## src/rtl/mem_arbiter_if.sv

```systemverilog
// rtl/mem_arbiter_if.sv - bus bundle between two requesters, the arbiter and the shared memory
interface mem_arbiter_if #(
   parameter int AW = 32,
   parameter int DW = 32
);
   logic          m0_req;
   logic          m0_we;
   logic [AW-1:0] m0_adr;
   logic [DW-1:0] m0_wd;
   logic          m0_gnt;
   logic [DW-1:0] m0_rd;

   logic          m1_req;
   logic          m1_we;
   logic [AW-1:0] m1_adr;
   logic [DW-1:0] m1_wd;
   logic          m1_gnt;
   logic [DW-1:0] m1_rd;

   logic          mem_we;
   logic [AW-1:0] mem_adr;
   logic [DW-1:0] mem_wd;
   logic [DW-1:0] mem_rd;

   // arbiter side
   modport slave (
      input  m0_req, m0_we, m0_adr, m0_wd,
      input  m1_req, m1_we, m1_adr, m1_wd,
      input  mem_rd,
      output m0_gnt, m0_rd, m1_gnt, m1_rd,
      output mem_we, mem_adr, mem_wd
   );

   // requesters plus memory, as seen from outside the arbiter
   modport master (
      output m0_req, m0_we, m0_adr, m0_wd,
      output m1_req, m1_we, m1_adr, m1_wd,
      output mem_rd,
      input  m0_gnt, m0_rd, m1_gnt, m1_rd,
      input  mem_we, mem_adr, mem_wd
   );
endinterface

```

## src/rtl/mem_arbiter.sv

```systemverilog
// rtl/mem_arbiter.sv - two-master round-robin arbiter with bounded hold for a single-port memory
module mem_arbiter #(
   parameter int AW       = 32,
   parameter int DW       = 32,
   parameter int MAX_HOLD = 16
) (
   input logic         clk,
   input logic         reset,
   mem_arbiter_if.slave bus
);
   localparam int CW = (MAX_HOLD > 1) ? $clog2(MAX_HOLD) : 1;
   localparam logic [CW-1:0] HOLD_LAST = CW'(MAX_HOLD - 1);

   typedef enum logic [1:0] {
      IDLE = 2'd0,
      GNT0 = 2'd1,
      GNT1 = 2'd2
   } state_t;

   state_t        state, state_nxt;
   logic          last, last_nxt;
   logic [CW-1:0] hold_cnt, hold_nxt;
   logic          gnt0, gnt1;

   always_ff @(posedge clk or negedge reset) begin
      if (!reset) begin
         state    <= IDLE;
         last     <= 1'b1;
         hold_cnt <= '0;
      end else begin
         state    <= state_nxt;
         last     <= last_nxt;
         hold_cnt <= hold_nxt;
      end
   end

   always_comb begin
      state_nxt = state;
      last_nxt  = last;
      hold_nxt  = hold_cnt;
      case (state)
         IDLE: begin
            if (bus.m0_req && bus.m1_req) state_nxt = last ? GNT0 : GNT1;
            else if (bus.m0_req)          state_nxt = GNT0;
            else if (bus.m1_req)          state_nxt = GNT1;
         end
         GNT0: begin
            // a released grant hands straight over without an idle bubble
            if (!bus.m0_req)                                state_nxt = bus.m1_req ? GNT1 : IDLE;
            else if (bus.m1_req && hold_cnt == HOLD_LAST)   state_nxt = GNT1;
         end
         GNT1: begin
            if (!bus.m1_req)                                state_nxt = bus.m0_req ? GNT0 : IDLE;
            else if (bus.m0_req && hold_cnt == HOLD_LAST)   state_nxt = GNT0;
         end
         default: state_nxt = IDLE;
      endcase

      if (state_nxt != state) begin
         hold_nxt = '0;
         if (state_nxt == GNT0)      last_nxt = 1'b0;
         else if (state_nxt == GNT1) last_nxt = 1'b1;
      end else if (state != IDLE && hold_cnt != HOLD_LAST) begin
         hold_nxt = hold_cnt + 1'b1;
      end
   end

   // outputs decode the state register only, so reset clears them without a clock edge
   assign gnt0 = (state == GNT0);
   assign gnt1 = (state == GNT1);

   always_comb begin
      bus.m0_gnt  = gnt0;
      bus.m1_gnt  = gnt1;
      bus.mem_we  = (gnt0 & bus.m0_req & bus.m0_we) | (gnt1 & bus.m1_req & bus.m1_we);
      bus.mem_adr = gnt0 ? bus.m0_adr : (gnt1 ? bus.m1_adr : {AW{1'b0}});
      bus.mem_wd  = gnt0 ? bus.m0_wd  : (gnt1 ? bus.m1_wd  : {DW{1'b0}});
      bus.m0_rd   = gnt0 ? bus.mem_rd : {DW{1'b0}};
      bus.m1_rd   = gnt1 ? bus.mem_rd : {DW{1'b0}};
   end
endmodule
```

## src/flat_wrapper.sv

```systemverilog
// flat-port wrapper written by rule: the top's interface ports become plain ports
module mem_arbiter_flat 
#(
   parameter int AW       = 32,
   parameter int DW       = 32,
   parameter int MAX_HOLD = 16
)
  (clk, reset, bus_m0_req, bus_m0_we, bus_m0_adr, bus_m0_wd, bus_m1_req, bus_m1_we, bus_m1_adr, bus_m1_wd, bus_mem_rd, bus_m0_gnt, bus_m0_rd, bus_m1_gnt, bus_m1_rd, bus_mem_we, bus_mem_adr, bus_mem_wd);
  mem_arbiter_if #(.AW(AW), .DW(DW)) bus_i ();
  input logic clk;
  input logic reset;
  input wire logic [$bits(bus_i.m0_req)-1:0] bus_m0_req;
  input wire logic [$bits(bus_i.m0_we)-1:0] bus_m0_we;
  input wire logic [$bits(bus_i.m0_adr)-1:0] bus_m0_adr;
  input wire logic [$bits(bus_i.m0_wd)-1:0] bus_m0_wd;
  input wire logic [$bits(bus_i.m1_req)-1:0] bus_m1_req;
  input wire logic [$bits(bus_i.m1_we)-1:0] bus_m1_we;
  input wire logic [$bits(bus_i.m1_adr)-1:0] bus_m1_adr;
  input wire logic [$bits(bus_i.m1_wd)-1:0] bus_m1_wd;
  input wire logic [$bits(bus_i.mem_rd)-1:0] bus_mem_rd;
  output wire logic [$bits(bus_i.m0_gnt)-1:0] bus_m0_gnt;
  output wire logic [$bits(bus_i.m0_rd)-1:0] bus_m0_rd;
  output wire logic [$bits(bus_i.m1_gnt)-1:0] bus_m1_gnt;
  output wire logic [$bits(bus_i.m1_rd)-1:0] bus_m1_rd;
  output wire logic [$bits(bus_i.mem_we)-1:0] bus_mem_we;
  output wire logic [$bits(bus_i.mem_adr)-1:0] bus_mem_adr;
  output wire logic [$bits(bus_i.mem_wd)-1:0] bus_mem_wd;
  assign bus_i.m0_req = bus_m0_req;
  assign bus_i.m0_we = bus_m0_we;
  assign bus_i.m0_adr = bus_m0_adr;
  assign bus_i.m0_wd = bus_m0_wd;
  assign bus_i.m1_req = bus_m1_req;
  assign bus_i.m1_we = bus_m1_we;
  assign bus_i.m1_adr = bus_m1_adr;
  assign bus_i.m1_wd = bus_m1_wd;
  assign bus_i.mem_rd = bus_mem_rd;
  assign bus_m0_gnt = bus_i.m0_gnt;
  assign bus_m0_rd = bus_i.m0_rd;
  assign bus_m1_gnt = bus_i.m1_gnt;
  assign bus_m1_rd = bus_i.m1_rd;
  assign bus_mem_we = bus_i.mem_we;
  assign bus_mem_adr = bus_i.mem_adr;
  assign bus_mem_wd = bus_i.mem_wd;
  mem_arbiter #(.AW(AW), .DW(DW), .MAX_HOLD(MAX_HOLD)) u_core (.clk(clk), .reset(reset), .bus(bus_i));
endmodule
```

## config.mk

```make
export PLATFORM = sky130hd
export DESIGN_NAME = mem_arbiter_flat
export DESIGN_NICKNAME = d
export VERILOG_FILES = /design/src/rtl/mem_arbiter_if.sv /design/src/rtl/mem_arbiter.sv /design/src/flat_wrapper.sv
export SDC_FILE = /design/constraint.sdc
export NUM_CORES = 1
export LEC_CHECK = 0
export BUFFER_PORTS_ARGS = -buffer_cell sky130_fd_sc_hd__buf_2
export CAP_MARGIN = 5
export CORE_AREA = 4 4 113 115
export CTS_CLUSTER_SIZE = 30
export DETAILED_ROUTE_END_ITERATION = 7
export DIE_AREA = 0 0 117 119
export GPL_ROUTABILITY_DRIVEN = 0
export HOLD_SLACK_MARGIN = 0.02
export PLACE_DENSITY_LB_ADDON = 0.05
export SLEW_MARGIN = 20
export SYNTH_ARGS = -nofsm -noshare
export SYNTH_HDL_FRONTEND = slang
export SYNTH_SLANG_ARGS = --single-unit
```

## constraint.sdc

```tcl
create_clock -name clk -period 3.11 [get_ports clk]
set_input_delay 0 -clock clk [delete_from_list [all_inputs] [get_ports clk]]
set_output_delay 0 -clock clk [all_outputs]
set_load 0.01 [all_outputs]
```

---- Yosys cells after proc, flatten, opt, wreduce, memory -nomap -nowiden ----
Index checks and enable logic that the tools add are counted.
operators by class
  add/subtract/negate cells ............... 1
  equal/unequal tests ..................... 7
  muxes and demuxes ....................... 21
  bitwise gates (word level) .............. 5
  reduce and logical (&&, ||, !) cells .... 9
operator list
  cell                                            count
  2-to-1 mux 32 bit                               6
  2-to-1 mux 2 bit                                9
  2-to-1 mux 4 bit                                2
  case mux 2 bit (3 select lines)                 1
  nonzero test 2 bit                              3
  adder 4 x 1 -> 4 bit (second input constant)    1
  AND 1 bit                                       4
  == test 2 x 1 -> 1 bit (second input constant)  2
  == test 2 bit (second input constant)           2
  == test 4 bit (second input constant)           1
  logical AND 1 bit                               4
  inequality test 4 bit (second input constant)   1
  2-to-1 mux 1 bit                                3
  logical NOT 2 bit                               1
  inequality test 2 bit                           1
  AND reduction 2 bit                             1
  OR 1 bit                                        1
storage, ports and cells
  bits in registers ....................... 7
  input bits .............................. 166
  output and inout bits ................... 131

---- Depth between registers and ports, before layout ----
  depth after elaboration ................. 8
  depth in mapped cells ................... 9
  depth with buffers taken out ............ 8

---- Worst setup path before layout ----
No wires, ideal clock.
  kind .................................... register to register
  from .................................... reg u_core.hold_cnt[0]
  to ...................................... reg u_core.last
  library setup time ...................... 75 ps
  arrival ................................. 2164 ps
  required time ........................... 3035 ps
  setup slack ............................. 871 ps
  cell stages (with the launch flop) ...... 10
  buffers on the path ..................... 1
  path through ............................ dfrtp_1 > ha_1 > and3_1 > buf_6 > mux2i_1 > o31ai_1 > a221oi_1 > ha_1 > nor4_2 > mux2i_1
between the ends
  cells in the longest elaborated chain, start to end .. 8
ends and longest elaborated chain
  element                                                  RTL line                              RTL
  start: declaration                                       mem_arbiter.sv:22                     logic [CW-1:0] hold_cnt, hold_nxt;
  start signal: assignment                                 mem_arbiter.sv:33                     hold_cnt <= hold_nxt;
  == test 4 bit (*)                                        mem_arbiter.sv:50, mem_arbiter.sv:54
  logical AND 1 bit, on equally long branches              mem_arbiter.sv:54, mem_arbiter.sv:50
  2-to-1 mux 2 bit, on equally long branches               mem_arbiter.sv:54, mem_arbiter.sv:50
  2-to-1 mux 2 bit, on equally long branches               mem_arbiter.sv:53, mem_arbiter.sv:49
  case mux 2 bit (3 select lines) (*)                      mem_arbiter.sv:41                     case (state)
  named net u_core.state_nxt[0]                            mem_arbiter.sv:20                     state_t state, state_nxt;
  == test 2 bit or == test 2 x 1 -> 1 bit (tied branches)  mem_arbiter.sv:62, mem_arbiter.sv:61
  nonzero test 2 bit (no line)                             n/a
  AND reduction 2 bit (no line)                            n/a
  end signal: assignment                                   mem_arbiter.sv:32                     last <= last_nxt;
  end: declaration                                         mem_arbiter.sv:21                     logic last, last_nxt;
Mark *: on every way through the listed nets, which the timed path passes. The rest lies on a longest branch.
A chain may end at the register's enable or synchronous reset.

---- Final worst setup path ----
Same ends and word-level chain as after synthesis.

==> results.cfg <==
[final_layout]
final_util = 0.272
area.growth.synth_to_final_pct = 105
fin_area_um2 = 3220
nFillCells = 1357
num-nets-final = 651
fraction_of_final_layout_cells_sized_beyond_drive_strength_1 = 0.639

[die]
core.rowCount = 40
initial_core_util = 0.133
io-pin-count = 297
fp.dieArea_um2 = 13900
dieWidth_um = 117
chipHeight_um = 119
area_of_the_core_um2 = 11800

[worst_setup_path]
crit_path_max_incr_delay_ps = 390
worstPathCellList = ha_1 -> and3_1 -> mux2i_1 -> o31ai_1 -> a221oi_1 -> ha_1 -> nor4_2 -> mux2i_1
number_of_cells_on_the_worst_reg_to_reg_path = 8
crit_slowest_cell = sky130_fd_sc_hd__and3_1
worst_r2r_startpoint = u_core.hold_cnt[0]
r2r-end = u_core.last
setup.worst_path.class = flop to flop
cp.required_ps = 3270
cp_max_fo = 8
worst_setup_path_start_kind = flop
reg2reg_slack_ps = 590
critPathArrivalTime_ps = 2680
crit_path_end_kind = flop

[sta]
timing_hold_violations_final = 0
worstMarginPinSlew_ps = 672
timing.final.max_slew_violations = 0
setup-violations-final = 0
achievable-frequency_mhz = 397
timing.final.ws_setup_ps = 593
tns_ps = 0
grt_setup_unrepaired = false
layout_min_cycle_time_ps = 2520
final.setup_skew_ps = 0.944
min_period_over_period = 0.809
slew_headroom = 0.552

[power]
ir_drop_v = 0.000268
power_per_cell_area_nw_per_um2 = 379
finalPower_uw = 1220
total_leakage_power_uw = 0.00200

[flow_run]
drv.max_cap_violation_count = 0

[clock_network]
post_cts.resized_instances = 0
ctsRootBufferMaster = sky130_fd_sc_hd__clkbuf_16
clock_sink_count = 7
tritoncts_clock_tree = built
cts-htree-levels = 1
clkTransAtPathRegs_ps = 40
clock_path_buffers = 2
cts.repair_timing.setup_buffer_count = 0
cts_made_buffers = 3
clk_latency_ps = 230

[worst_hold_path]
hold_class = input pin to flop
min_delay_worst_endpoint = u_core.state[0]
worstHoldPathCells = 3
worstHoldStart = bus_m0_req

[drt]
wirelength_um = 10700
drt-wirelength-per-cell_um = 16.9
route.vias.total = 2634
drc = 0
post_drt_via_cell_ratio = 4.18
drt_first_iter_violations = 185
ant_nets = 0
drt-pass1-iter-count = 4

[yosys]
netlist_instances = 202
synth_seq_area_share = 0.112
synthesis.yosys.warnings = 0
netlist.area_leader.share = 0.363
syn_avg_cell_area_um2 = 7.77
post_synth_top_area_cell = sky130_fd_sc_hd__a22o_1
post-synth-top-count-cell = sky130_fd_sc_hd__a22o_1
async_set_or_reset_register_ratio_after_synthesis = 1.00
post_synth_edffs = 0
synth_flop_cell = sky130_fd_sc_hd__dfrtp_1
syn-num-nets = 370
synth_seq_cells = 7
synth.area.top_cells = sky130_fd_sc_hd__a22o_1 (36%), sky130_fd_sc_hd__and2_1 (26%), sky130_fd_sc_hd__dfrtp_1 (9.6%), sky130_fd_sc_hd__buf_6 (3.6%), sky130_fd_sc_hd__buf_2 (3.2%)
mappedNetlistArea_um2 = 1570
unique_masters_post_synth = 27
netlist_top_cells_count = sky130_fd_sc_hd__a22o_1 (65), sky130_fd_sc_hd__and2_1 (64), sky130_fd_sc_hd__buf_2 (10)

[run_status]
status = finished clean

[global_routing]
initial_antenna_violation_count = 2
grt_pass1_vias = 2546
grt_pass1_wl_um = 14900
global_route.usage.total = 0.137
largest_net_degree_at_the_start_of_global_routing = 71
gr-total-overflow = 0

[place]
postPlaceCellArea_um2 = 3120
place.port_buffers = 296
detailed_placement_wirelength_estimate_um = 9100
preCtsSetupSlack_ps = 602
state kept, by name, summed over array words and instances, names as in the netlist:
| signal | cells |
|---|---|
| u_core.hold_cnt | 4 |
| u_core.state | 2 |
| u_core.last | 1 |
kinds of logic after synthesis:
family,after synthesis,share of synthesized area
compound gates,73,0.402
xor+xnor,2,0.0112
simple gates,88,0.336
flops,7,0.112
buf+inv,27,0.104
fa+ha+maj,2,0.0159
mux,3,0.0191
routing by layer:
| metal | track usage | up-vias | share of wire |
|---|---|---|---|
| li1 | - | 1300 | - |
| met1 | 0.144 | 1189 | 0.36 |
| met2 | 0.274 | 128 | 0.55 |
| met3 | 0.0264 | 15 | 0.080 |
| met4 | 0.0229 | 2 | 0.014 |
| met5 | 0 | - | 0.0012 |
worst max-delay path: cells and delay by family (launching register included):
family                     cells  cell delay, ps
and+or+nand+nor                2             700
AOI/OAI and AO/OA              2             450
adders and majority gates      2             470
muxes                          2             450
DFF                            1             370
cell type report:
| class | instances | area [µm²] | area share |
|---|---|---|---|
| inverter | 2 | 7.51 | 0.00233 |
| timing repair buffer | 301 | 1520 | 0.473 |
| clock buffer | 4 | 78.8 | 0.0245 |
| sequential | 7 | 176 | 0.0549 |
| antenna | 1 | 2.50 | 0.000778 |
| multi-input combinational | 168 | 1240 | 0.387 |
| tap | 147 | 184 | 0.0572 |
placed cells by master, fill, tap and decap left out:
cell | synthesis | routed
sky130_fd_sc_hd__buf_4 | 3 | 4
sky130_fd_sc_hd__a211oi_4 | 1 | 1
sky130_fd_sc_hd__diode_2 | 0 | 1
sky130_fd_sc_hd__nor2_1 | 6 | 6
sky130_fd_sc_hd__ha_1 | 2 | 2
sky130_fd_sc_hd__o21ai_0 | 3 | 3
sky130_fd_sc_hd__and2_1 | 64 | 64
sky130_fd_sc_hd__dlygate4sd3_1 | 0 | 1
sky130_fd_sc_hd__a21oi_1 | 2 | 2
sky130_fd_sc_hd__or2b_1 | 1 | 1
sky130_fd_sc_hd__a22o_1 | 65 | 65
sky130_fd_sc_hd__nor3_1 | 2 | 2
sky130_fd_sc_hd__dfrtp_1 | 6 | 6
sky130_fd_sc_hd__buf_2 | 10 | 296
sky130_fd_sc_hd__nor4_1 | 1 | 1
sky130_fd_sc_hd__a221oi_1 | 1 | 1
sky130_fd_sc_hd__nand3_1 | 4 | 4
sky130_fd_sc_hd__clkbuf_16 | 0 | 3
sky130_fd_sc_hd__inv_1 | 2 | 2
sky130_fd_sc_hd__nand2_1 | 4 | 4
sky130_fd_sc_hd__o31ai_1 | 1 | 1
sky130_fd_sc_hd__and3_1 | 2 | 2
sky130_fd_sc_hd__nor4_2 | 1 | 1
sky130_fd_sc_hd__xnor2_1 | 2 | 2
sky130_fd_sc_hd__nor2b_4 | 0 | 2
sky130_fd_sc_hd__nand3b_1 | 1 | 1
sky130_fd_sc_hd__mux2i_1 | 3 | 3
sky130_fd_sc_hd__dfstp_2 | 1 | 1
sky130_fd_sc_hd__clkbuf_1 | 7 | 1
power by group:
group | internal, µW | total, µW | switching, µW
logic | 408 | 862 | 454
clock network | 171 | 220 | 49.6
registers | 111 | 135 | 24.8
total | 689 | 1220 | 528
per-stage QoR:
| stage | hold WS, ps | instances |
|---|---|---|
| 2_1_floorplan | -296 | 202 |
| 3_3_place_gp | -152 | 624 |
| 4_1_cts | 122 | 629 |
| 6_report | 123 | 630 |
| 3_5_place_dp | -155 | 624 |
| 5_1_grt | 141 | 630 |
worst max path at each step:
stage	depth (start not counted)	end	start	slack, ps
2_1_floorplan	9	u_core.last	u_core.hold_cnt[0]	870
3_3_place_gp	8	u_core.last	u_core.hold_cnt[0]	670
3_5_place_dp	8	u_core.last	u_core.hold_cnt[0]	600
4_1_cts	8	u_core.last	u_core.hold_cnt[0]	590
5_1_grt	8	u_core.last	u_core.hold_cnt[0]	420
6_report	8	u_core.last	u_core.hold_cnt[0]	590
what timing repair did:
action	in CTS	in global routing
hold buffers	1	0
setup endpoints to repair	0	0
hold endpoints to repair	7	0
Note: power is estimated with default switching activity, not from simulation.
